$ cat src/rtl/mdu_pkg.sv
// Shared constants for the multiply/divide unit: widths, MIPS funct codes,
// FSM state encoding and the operand magnitude helper.
package mdu_pkg;
  localparam int WIDTH = 32;
  localparam int ITER  = 32;
  localparam int CNT_W = $clog2(ITER);

  localparam logic [5:0] OP_MFHI  = 6'b010000;
  localparam logic [5:0] OP_MTHI  = 6'b010001;
  localparam logic [5:0] OP_MFLO  = 6'b010010;
  localparam logic [5:0] OP_MTLO  = 6'b010011;
  localparam logic [5:0] OP_MULT  = 6'b011000;
  localparam logic [5:0] OP_MULTU = 6'b011001;
  localparam logic [5:0] OP_DIV   = 6'b011010;
  localparam logic [5:0] OP_DIVU  = 6'b011011;

  typedef enum logic [1:0] {
    IDLE = 2'd0,
    MUL  = 2'd1,
    DIV  = 2'd2,
    FIX  = 2'd3
  } state_t;

  function automatic logic [WIDTH-1:0] magnitude(input logic [WIDTH-1:0] x,
                                                 input logic is_signed);
    return (is_signed && x[WIDTH-1]) ? -x : x;
  endfunction
endpackage

$ cat src/rtl/mdu_if.sv
// Execute-stage bus between the pipeline and the multiply/divide unit.
interface mdu_if;
  import mdu_pkg::*;

  logic [WIDTH-1:0] A;
  logic [WIDTH-1:0] B;
  logic [5:0]       Op;
  logic             Start;
  logic             Busy;
  logic [WIDTH-1:0] Out;
  logic [WIDTH-1:0] HI;
  logic [WIDTH-1:0] LO;

  modport master (output A, B, Op, Start, input Busy, Out, HI, LO);
  modport slave  (input A, B, Op, Start, output Busy, Out, HI, LO);
endinterface

$ cat src/rtl/mdu_divstep.sv
// One restoring-divide step: compare the shifted partial remainder against
// the divisor and subtract when it fits.
module mdu_divstep
  import mdu_pkg::*;
(
  input  logic [WIDTH:0]   partial,
  input  logic [WIDTH-1:0] divisor,
  output logic [WIDTH-1:0] remainder,
  output logic             q_bit
);
  // partial < 2*divisor, so a successful subtraction always fits in WIDTH bits
  assign q_bit     = (partial >= {1'b0, divisor});
  assign remainder = q_bit ? (partial[WIDTH-1:0] - divisor) : partial[WIDTH-1:0];
endmodule

$ cat src/rtl/mdu.sv
// Multi-cycle multiply/divide unit owning HI/LO: 32-step shift-add multiply,
// 32-step restoring divide, then one sign-fix cycle that commits HI/LO.
module mdu
  import mdu_pkg::*;
(
  input  logic clk,
  input  logic reset,
  mdu_if.slave bus
);
  state_t             state, next_state;
  logic [CNT_W-1:0]   count;
  logic [2*WIDTH-1:0] acc;
  logic [WIDTH-1:0]   operand;
  logic               neg_lo, neg_hi, div_zero, is_div_op;
  logic [WIDTH-1:0]   hi_q, lo_q;

  logic is_mul, is_div, is_signed, last_step;
  logic [WIDTH:0]     mul_sum;
  logic [WIDTH-1:0]   div_rem;
  logic               div_q;

  assign is_mul    = (bus.Op == OP_MULT) || (bus.Op == OP_MULTU);
  assign is_div    = (bus.Op == OP_DIV)  || (bus.Op == OP_DIVU);
  assign is_signed = (bus.Op == OP_MULT) || (bus.Op == OP_DIV);
  assign last_step = (count == CNT_W'(ITER - 1));

  // Multiply: acc holds {partial product, remaining multiplier bits}
  assign mul_sum = {1'b0, acc[2*WIDTH-1:WIDTH]} + (acc[0] ? {1'b0, operand} : '0);

  // Divide: acc holds {remainder, remaining dividend bits / quotient bits}
  mdu_divstep u_divstep (
    .partial   ({acc[2*WIDTH-1:WIDTH], acc[WIDTH-1]}),
    .divisor   (operand),
    .remainder (div_rem),
    .q_bit     (div_q)
  );

  always_ff @(posedge clk or posedge reset) begin
    if (reset) state <= IDLE;
    else       state <= next_state;
  end

  always_comb begin
    next_state = state;
    case (state)
      IDLE: begin
        if (bus.Start && is_mul)      next_state = MUL;
        else if (bus.Start && is_div) next_state = DIV;
      end
      MUL:     if (last_step) next_state = FIX;
      DIV:     if (last_step) next_state = FIX;
      FIX:     next_state = IDLE;
      default: next_state = IDLE;
    endcase
  end

  always_ff @(posedge clk or posedge reset) begin
    if (reset) begin
      count     <= '0;
      acc       <= '0;
      operand   <= '0;
      neg_lo    <= 1'b0;
      neg_hi    <= 1'b0;
      div_zero  <= 1'b0;
      is_div_op <= 1'b0;
      hi_q      <= '0;
      lo_q      <= '0;
    end else begin
      case (state)
        IDLE: begin
          if (bus.Start && (is_mul || is_div)) begin
            acc       <= {{WIDTH{1'b0}}, magnitude(is_mul ? bus.B : bus.A, is_signed)};
            operand   <= magnitude(is_mul ? bus.A : bus.B, is_signed);
            neg_lo    <= is_signed && (bus.A[WIDTH-1] ^ bus.B[WIDTH-1]);
            neg_hi    <= is_signed && bus.A[WIDTH-1];
            div_zero  <= (bus.B == '0);
            is_div_op <= is_div;
            count     <= '0;
          end else if (bus.Start && bus.Op == OP_MTHI) begin
            hi_q <= bus.A;
          end else if (bus.Start && bus.Op == OP_MTLO) begin
            lo_q <= bus.A;
          end
        end
        MUL: begin
          acc   <= {mul_sum, acc[WIDTH-1:1]};
          count <= count + 1'b1;
        end
        DIV: begin
          acc   <= {div_rem, acc[WIDTH-2:0], div_q};
          count <= count + 1'b1;
        end
        FIX: begin
          // A zero divisor always yields an all-ones quotient, whatever the signs
          if (is_div_op) begin
            lo_q <= (neg_lo && !div_zero) ? -acc[WIDTH-1:0] : acc[WIDTH-1:0];
            hi_q <= neg_hi ? -acc[2*WIDTH-1:WIDTH] : acc[2*WIDTH-1:WIDTH];
          end else begin
            {hi_q, lo_q} <= neg_lo ? -acc : acc;
          end
        end
        default: ;
      endcase
    end
  end

  assign bus.Busy = (state != IDLE);
  assign bus.HI   = hi_q;
  assign bus.LO   = lo_q;
  assign bus.Out  = (bus.Op == OP_MFHI) ? hi_q :
                    (bus.Op == OP_MFLO) ? lo_q : '0;
endmodule
$ cat src/flat_wrapper.sv
// flat-port wrapper written by rule: the top's interface ports become plain ports
module mdu_flat import mdu_pkg::*;
  (clk, reset, bus_A, bus_B, bus_Op, bus_Start, bus_Busy, bus_Out, bus_HI, bus_LO);
  mdu_if bus_i ();
  input  logic clk;
  input  logic reset;
  input wire logic [$bits(bus_i.A)-1:0] bus_A;
  input wire logic [$bits(bus_i.B)-1:0] bus_B;
  input wire logic [$bits(bus_i.Op)-1:0] bus_Op;
  input wire logic [$bits(bus_i.Start)-1:0] bus_Start;
  output wire logic [$bits(bus_i.Busy)-1:0] bus_Busy;
  output wire logic [$bits(bus_i.Out)-1:0] bus_Out;
  output wire logic [$bits(bus_i.HI)-1:0] bus_HI;
  output wire logic [$bits(bus_i.LO)-1:0] bus_LO;
  assign bus_i.A = bus_A;
  assign bus_i.B = bus_B;
  assign bus_i.Op = bus_Op;
  assign bus_i.Start = bus_Start;
  assign bus_Busy = bus_i.Busy;
  assign bus_Out = bus_i.Out;
  assign bus_HI = bus_i.HI;
  assign bus_LO = bus_i.LO;
  mdu u_core (.clk(clk), .reset(reset), .bus(bus_i));
endmodule
$ cat config.mk
export PLATFORM = sky130hd
export DESIGN_NAME = mdu_flat
export DESIGN_NICKNAME = d
export VERILOG_FILES = /design/src/rtl/mdu_pkg.sv /design/src/rtl/mdu_if.sv /design/src/rtl/mdu_divstep.sv /design/src/rtl/mdu.sv /design/src/flat_wrapper.sv
export SDC_FILE = /design/constraint.sdc
export NUM_CORES = 1
export LEC_CHECK = 0
export CELL_PAD_IN_SITES_DETAIL_PLACEMENT = 2
export CELL_PAD_IN_SITES_GLOBAL_PLACEMENT = 2
export CORE_ASPECT_RATIO = 1.2
export CORE_MARGIN = 10
export CORE_UTILIZATION = 34
export DETAILED_ROUTE_END_ITERATION = 12
export PLACE_DENSITY_LB_ADDON = 0.1
export SYNTH_ARGS = -nofsm -noshare
export SYNTH_HDL_FRONTEND = slang
export SYNTH_SLANG_ARGS = --single-unit
$ cat constraint.sdc
create_clock -name clk -period 8.7 [get_ports clk]
set_input_delay 2.175 -clock clk [delete_from_list [all_inputs] [get_ports clk]]
set_output_delay 2.175 -clock clk [all_outputs]
set_load 0.05 [all_outputs]
Word level (Yosys, flattened, before mapping)
Index checks and enable logic that the tools add are counted.
{"block": "word_totals", "reg_bits": 171, "wordCells": 95}
{"block": "classes", "order_cmp": 1, "n_eq_ne": 19, "reduce_logical": 28, "addsub": 8, "n_bitwise": 1, "mux": 28}
{"op": "$mux W32", "n": 17}
{"op": "$pmux W64 S3", "n": 1}
{"op": "$mux W64", "n": 2}
{"op": "$neg A32 Y32", "n": 4}
{"op": "$pmux W32 S2", "n": 2}
{"op": "$neg A64 Y64", "n": 1}
{"op": "$eq A6 B5 Y1 const B", "n": 8}
{"op": "$add A32 B33 Y33", "n": 1}
{"op": "$ge A33 B32 Y1", "n": 1}
{"op": "$logic_not A32 Y1", "n": 1}
{"op": "$sub A32 B32 Y32", "n": 1}
{"op": "$logic_and A1 B1 Y1", "n": 10}
{"op": "$pmux W5 S2", "n": 1}
{"op": "$ne A2 B1 Y1 const B", "n": 4}
{"op": "$reduce_and A2 Y1", "n": 4}
{"op": "$mux W2", "n": 3}
{"op": "$pmux W2 S3", "n": 1}
{"op": "$reduce_bool A2 Y1", "n": 3}
{"op": "$add A5 B1 Y5 const B", "n": 1}
{"op": "$eq A5 B5 Y1 const B", "n": 1}
{"op": "$mux W5", "n": 1}
{"op": "$eq A2 B2 Y1 const B", "n": 2}
{"op": "$logic_or A1 B1 Y1", "n": 4}
{"op": "$ne A2 B2 Y1 const B", "n": 2}
{"op": "other kinds (9)", "n": 9}

Longest topological paths before layout
Gate-level depths: netlist (run 1).
{"block": "logic_depth", "depth_word": 7, "mapped_depth": 15}

By module
A second synthesis (run 1) with hierarchy kept.
{"block": "unflattened", "cells_unflattened": 2095, "hier_area_um2": 16378.2}
{"mod": "mdu", "cells_each": 1772, "area_per_inst_um2": 14047.2, "instances": 1, "seq_area_each_um2": 4279.1}
{"mod": "mdu_divstep", "cells_each": 323, "area_per_inst_um2": 2331.0, "instances": 1, "seq_area_each_um2": 0.0}

Least setup slack after synthesis (run 1)
OpenSTA, ideal clock, no wires.
{"block": "synth_path", "kind": "input-to-output", "start": "input bus_Op[1]", "end": "output bus_Out[10]", "arrival_time_ns": 3.783, "n_path_buf": 2, "t_required_ns": 6.525, "stages": 4, "path_slack_ns": 2.742, "path_cell_list": "clkbuf_1 -> buf_1 -> mux2i_1 -> nor2_1"}
{"block": "synth_between", "elab_chain_cells": 3, "word_cells_on_any_way": 4, "classes_between": "eq/ne (2); mux (2)"}
{"element": "from (decl)", "line": "flat_wrapper.sv:9", "text": "input wire logic [$bits(bus_i.Op)-1:0] bus_Op;"}
{"element": "$eq A6 B5 Y1", "line": "mdu.sv:111", "text": "(bus.Op == OP_MFLO) ? lo_q : '0;"}
{"element": "$mux W32", "line": "mdu.sv:111"}
{"element": "$mux W32 *", "line": "mdu.sv:110", "text": "assign bus.Out = (bus.Op == OP_MFHI) ? hi_q :"}
{"element": "to (decl)", "line": "flat_wrapper.sv:12", "text": "output wire logic [$bits(bus_i.Out)-1:0] bus_Out;"}
Mark *: on every way between the ends. The rest lies on a longest branch, timed or not.

Worst setup path in the final report (run 1)
{"block": "layout_path", "start": "input bus_Op[4]", "end": "output bus_Out[8]"}
The elaborated chain is that of the path after synthesis.

==> impl_results.md, run 1 <==
* Combinational family with the most area after synthesis: compound AO/OA/AOI/OAI gates
* Xor/xnor share of the synthesized area at 0.09671
* CTS Root Cell: clkbuf_16
* Overall routing resource usage at 0.2533
* Post-route insts no fill at 2,729
* Vias in the first global route at 17,149
* Syn nets at 2,166
* Synth area leaders: dfrtp_1 (28%), o21ai_0 (9.2%), mux2i_1 (7.2%)
* Die X-Extent at around 210 um
* Global-route wire length before repair at approximately 110 mm
* Synth Area in Compound Gates at 0.2556
* Primary FF master, synth: dfrtp_1
* Yosys cell types at 68
* Post-DP HPWL at ~54 mm
* Hold Path Class: reg -> reg
* Skew-Pair Late Insertion Delay at 480 ps
* Starting Density at 0.3442
* Drt drc at 0
* Worst path slowest cell: clkdlybuf4s50_1
* Average cell area after synthesis at 7.678 um2
* Setup tns final at 0 ps
* Vias per std cell at 5.857
* Synth Area in Adders at 0.06237
* Post-synthesis sequential area ratio at 0.2763
* Mux cell area share after synthesis at 0.07320
* Synth Instances at 2,017
* PwrDens at 451.2 nW/um2
* Final hold vios at 0
* Slew Limit Headroom at 0.2868
* Crit. End Element: output port
* Total Die Area at around 55,000 um2
* Total grt overflow at 0
* Final setup viols at 0
* DR iter-0 viols at 925
* Static leakage at around 8 nW
* Arrival time worst endpoint at approximately 5300 ps
* Max-cap violation count at 0
* Sink Count at between 150 and 200
* Critical Path RT at 6530 ps
* Period utilization at 0.8629
* RSZ-0062 raised after global routing: no
* Port-buffer cells at 169
* Htree depth at 4
* Outcome: completed
* Cts-stage hold buffer count at 0
* GPL Wtd Cong at 0.9026
* Synth top area share at 0.2763
* Nets at approximately 2,300
* Die H at 253.8 um
* CP Class: in -> out
* Final ANT Viol Nets at 0
* Async set-reset flop share out of synthesis at 1.000
* EDFF count, synth at 0
* DR pass1 iterations at 5
* TritonCTS clock tree: done
* Pin count of the biggest net entering global routing at 74
* Post-CTS Setup Bufs at 0
* Total core area at 44,990 um2
* CP cell instances: clkdlybuf4s50_1 -> nor3b_1 -> nor2b_1 -> nand2b_2 -> nor2_1 -> clkdlybuf4s50_1
* Crit path max fanout at 32
* Largest stage delay on the critical path at 860 ps
* R2R Setup Slk at 4370 ps
* Post-cts resize count at 0
* Layout cells sized above 1 at 0.03544
* Mapped cell area at between 15,000 and 20,000 um2
* Startpoint type of the worst setup path: input pin
* Post-synthesis register bit count at ~170
* Max Root-Sink Buffers at 2
* CTS Buf Count at 17
* Dpl cells at 2,693
* Num rows at 85
* Cell taking the most area after synthesis: dfrtp_1
* Clk slew on worst S/H paths at 70 ps
* Avg WL per Cell at 25.79 um
* VDD IR max at roughly 0.3 mV
* Area Overhead vs Synth at 18.40%
* Warnings from Yosys at 0
* Final Critical Period at 7507 ps
* Crit-path most repeated cell: clkdlybuf4s50_1
* Simple-gate area share of the yosys netlist at 0.1900
* Boundary Pins at 170
* Initial antenna violation count at 6
* Via count at 15,983
* Least-Margin Pin Slew at ~1100 ps
* Fin Clk Skew at 11.46 ps
* F_max at 0.1332 GHz
* Final Max Tran Viols at 0
* Routed WL at 70.38 mm
stage by stage:
step / instance area (um2) / hold WS, ps / setup slack, ps / utilization / power [mW]
global route: 18340 / 514.9 / 1046 / 0.4076 / 8.917
global placement: 17710 / 462.5 / 1526 / 0.3936 / 7.173
finish: 18340 / 489.6 / 1193 / 0.4076 / 8.273
CTS: 18330 / 495.5 / 1209 / 0.4074 / 8.293
detailed placement: 17710 / 473.0 / 1355 / 0.3936 / 7.375
floorplan: 15490 / 443.1 / 1893 / - / 5.464
cell type report:
cell class | instances | area (um2)
Antenna cell | 4 | 10.01
Timing Repair Buffer | 192 | 1859
Clock inverter | 11 | 168.9
Multi-Input combinational cell | 1660 | 10570
Fill cell | 5225 | 26650
Tap cell | 609 | 762.0
Clock buffer | 21 | 450.4
Inverter | 61 | 234.0
Sequential cell | 171 | 4279
cell families (layout without fill, tap and decap cells):
kind of cell / after synthesis / count (layout)
buffers and inverters: 186 / 285
flip-flops: 171 / 171
multiplexers: 113 / 113
AND/OR/NAND/NOR: 648 / 648
adder cells (fa/ha/maj): 76 / 76
other: 0 / 4
AO/OA/AOI/OAI: 652 / 652
XOR/XNOR: 171 / 171
worst paths after layout:
| check | from | to | cells past startpoint |
|---|---|---|---|
| max | bus_Op[4] | bus_Out[8] | 6 |
| min | u_core.operand[17]$_DFFE_PP0P_ | u_core.operand[17]$_DFFE_PP0P_ | 2 |
| min reg2reg | u_core.operand[17]$_DFFE_PP0P_ | u_core.operand[17]$_DFFE_PP0P_ | 2 |
| max reg2reg | u_core.acc[0]$_DFFE_PP0P_ | u_core.acc[62]$_DFFE_PP0P_ | 14 |
| min in group asynchronous | reset | u_core.bus.LO[10]$_DFFE_PP0P_ | 2 |
| max in group asynchronous | reset | u_core.acc[58]$_DFFE_PP0P_ | 3 |
worst max-delay path: cells and delay by family:
family	cells	cell delay [ps]
buf+inv	2	1370
simple gates	4	1740
placed cells by master (no fill, tap or decap), drive strengths merged, types with 36 or more instances in the layout:
master and instances:
nor3 45, nor2 182, nand2 247, a21oi 145
xnor2 85, dfrtp 171, nand3 36, ha 74
o21ai 285, clkdlybuf4s50 168, inv 60, xor2 86
mux2i 111
synth_stat cells (all sizes together), types with 23 or more instances:
library cell	instances
a21oi	145
inv	61
xor2	86
nor4	25
dfrtp	171
o21ai	285
o31ai	23
clkbuf	107
nor2	182
nand3	36
xnor2	85
a21o	35
mux2i	111
ha	74
nand2	247
nor3	45
a22oi	26
power breakdown:
part | switching (mW) | internal [mW]
sequential | 0.592 | 1.17
clock | 0.371 | 0.488
combinational | 3.67 | 1.98
total | 4.63 | 3.64
sequential cells by signal, summed over array words and instances, names as in the netlist:
signal and cells:
u_core.is_div_op 1, u_core.state 2, u_core.operand 32, u_core.acc 64, u_core.bus.HI 32, u_core.bus.LO 32, u_core.neg_lo 1, u_core.div_zero 1
u_core.neg_hi 1, u_core.count 5
per-layer routing:
layer  track usage  routed length, um
met1        0.3081              30620
met2        0.4407              34920
met3       0.02998               2320
met4        0.1150               2516
met5             0                  0
No activity file was read; power rests on OpenSTA's default activity.
==> run 2, diff against run 1 <==
REMOVE_ABC_BUFFERS = 1   (was unset)
==> run 2 against run 1 <==
Worst setup slack better by 76 ps; sequential share of layout area about the same; non-clock buffer count unchanged; combinational power about the same; clock power down 2%; wire length down 3.5%; register-to-register slack about the same; via count down 0.49%; highest routed layer unchanged; largest power group unchanged; critical endpoint is now bus_Out[10]; maximum frequency up 1.0%.
==> impl_results.md, run 2 (same netlist as run 1, synthesis figures left out) <==
* Boundary Pins at 170 (unchanged)
* Fin Clk Skew at 11.83 ps (+0.3752 ps)
* CTS Buf Count at 17 (unchanged)
* Skew-Pair Late Insertion Delay at 480 ps (about the same)
* Max reg flops at 64 (unchanged)
* Outcome: completed
* Post-CTS Setup Bufs at 0 (unchanged)
* Starting Density at 0.3442 (unchanged)
* Sink Count at 171 (unchanged)
* R2R Path Start: u_core.acc[0]$_DFFE_PP0P_
* Die H at 253.8 um (unchanged)
* Setup tns final at 0 ps (unchanged)
* Worst path slowest cell: clkdlybuf4s50_1
* Largest stage delay on the critical path at 850 ps (about the same)
* Global-route wire length before repair at 106.3 mm (-0.73%)
* CP startpoint: bus_Op[4]
* Final ANT Viol Nets at 0 (unchanged)
* Max-cap violation count at 0 (unchanged)
* Max Root-Sink Buffers at 2 (unchanged)
* VDD IR max at 0.2468 mV (-20%)
* Worst r2r dst: u_core.acc[60]$_DFFE_PP0P_
* GPL Wtd Cong at 0.8926 (-1.1%)
* Via count at 15,904 (-0.49%)
* Total Die Area at 54,520 um2 (unchanged)
* Crit-path most repeated cell: clkdlybuf4s50_1
* Total core area at 44,990 um2 (unchanged)
* Final Max Tran Viols at 0 (unchanged)
* Layout cells sized above 1 at 0.03592 (+0.0004726)
* Highest-count cells in the layout ignoring fill and taps: o21ai_0 (285), nand2_1 (245), nor2_1 (180), dfrtp_1 (171), clkdlybuf4s50_1 (168)
* Most common cell after layout, fill and taps aside: o21ai_0
* Arrival time worst endpoint at 5260 ps (-70 ps)
* Clk slew on worst S/H paths at 70 ps (about the same)
* Initial antenna violation count at 2 (-4)
* Die X-Extent at 214.8 um (unchanged)
* Static leakage at 7.796 nW (about the same)
* Post-cts resize count at 0 (unchanged)
* Pin count of the biggest net entering global routing at 74 (unchanged)
* Overall routing resource usage at 0.2460 (-0.007320)
* R2R Setup Slk at 4370 ps (about the same)
* DR pass1 iterations at 6 (+1)
* Area Overhead vs Synth at 18.28%
* TritonCTS clock tree: done
* F_max at 0.1346 GHz (+1.0%)
* Startpoint type of the worst setup path: input pin
* Largest Register: u_core.acc
* Htree depth at 4 (unchanged)
* CTS Root Cell: clkbuf_16
* Critical Path RT at 6530 ps (about the same)
* Post-DP HPWL at 51.93 mm (-3.2%)
* PwrDens at 449.2 nW/um2 (-0.44%)
* Cts-stage hold buffer count at 0 (unchanged)
* Final hold vios at 0 (unchanged)
* CP Class: in -> out
* Vias per std cell at 5.834 (-0.38%)
* DR iter-0 viols at 952 (+2.9%)
* Setup crit end: bus_Out[10]
* Final setup viols at 0 (unchanged)
* Vias in the first global route at 17,284 (+0.79%)
* Drt drc at 0 (unchanged)
* Crit. End Element: output port
* Worst path top cell family by delay: simple AND/OR/NAND/NOR gates
* Avg WL per Cell at 24.92 um (-3.4%)
* Reg2Reg Depth at 14 (unchanged)
* RSZ-0062 raised after global routing: no
* Least-Margin Pin Slew at 1097 ps (+29.37 ps)
* Num rows at 85 (unchanged)
* Crit path max fanout at 32 (unchanged)
* Port-buffer cells at 169 (unchanged)
* CP cell instances: clkdlybuf4s50_1 -> nor3b_1 -> nor2b_1 -> nand2b_2 -> nor2_1 -> clkdlybuf4s50_1
* Period utilization at 0.8542 (-0.008686)
* Total grt overflow at 0 (unchanged)
* Routed WL at 67.93 mm (-3.5%)
* Crit path depth at 6 (unchanged)
* Util after Layout at 0.4072 (-0.0004170)
* Final Critical Period at 7432 ps (-75.57 ps)
* Slew Limit Headroom at 0.2690 (-0.01786)
* Buffers & Inverters on Critical Path at 2 (unchanged)
* Hold Path Class: reg -> reg
* Nets at 2,252 (unchanged)
[run 2: cell types whose count changed in the layout (fill, tap and decap cells not counted)]
| cell | previous run | this run |
|---|---|---|
| clkinv_4 | 4 | 3 |
| diode_2 | 4 | 1 |
| nand2b_2 | 1 | 2 |
| clkbuf_1 | 3 | 2 |
| nand2b_4 | 1 | 0 |
| clkbuf_8 | 1 | 3 |
| bufinv_16 | 4 | 3 |
| inv_6 | 0 | 1 |
[run 2: how the worst min path moves through the flow]
| stage | from | end | slack, ps | depth (start not counted) |
|---|---|---|---|---|
| after floorplan | u_core.div_zero$_DFFE_PP0P_ | u_core.div_zero$_DFFE_PP0P_ | 440 | 2 |
| after global placement | u_core.div_zero$_DFFE_PP0P_ | u_core.div_zero$_DFFE_PP0P_ | 460 | 2 |
| after detailed placement | u_core.operand[18]$_DFFE_PP0P_ | u_core.operand[18]$_DFFE_PP0P_ | 470 | 2 |
| after CTS | u_core.operand[18]$_DFFE_PP0P_ | u_core.operand[18]$_DFFE_PP0P_ | 490 | 2 |
| after global routing | u_core.operand[18]$_DFFE_PP0P_ | u_core.operand[18]$_DFFE_PP0P_ | 520 | 2 |
| final | u_core.operand[31]$_DFFE_PP0P_ | u_core.operand[31]$_DFFE_PP0P_ | 490 | 2 |
[run 2: routing by layer]
metal / wire length (um) / GRT usage
met5: 0 / 0
met3: 1976 / 0.02403
met4: 1134 / 0.06388
met2: 34260 / 0.4385
met1: 30560 / 0.3109
[run 2: layout make-up]
class                           count  area [um2]
Fill cell                        5204       26670
Multi-Input combinational cell   1660       10570
Sequential cell                   171        4279
Timing Repair Buffer              192        1859
Tap cell                          609       762.0
Clock buffer                       22       474.2
Inverter                           61       234.0
Clock inverter                     10       138.9
Antenna cell                        1       2.502
[run 2: stage by stage]
step	total power [mW]	setup slack [ps]	instance area (um2)	hold WS, ps	cells
detailed placement	7.343	1254	17700	474.7	2693
global route	8.893	1132	18320	523.1	2726
CTS	8.249	1244	18320	489.8	2725
global placement	7.118	1508	17700	464.4	2693
finish	8.228	1268	18320	486.7	2726
floorplan	5.248	1150	15010	443.1	1892
[run 2: worst min-delay path, stage by stage (launching register included)]
cell and delay, ps:
dfrtp_1 350, nand2_1 50, o31ai_1 50
[run 2: power by group]
group | internal (mW) | total (mW) | switching, mW
clock | 0.475 | 0.845 | 0.370
combinational | 1.97 | 5.65 | 3.68
sequential | 1.17 | 1.73 | 0.561
total | 3.62 | 8.23 | 4.61
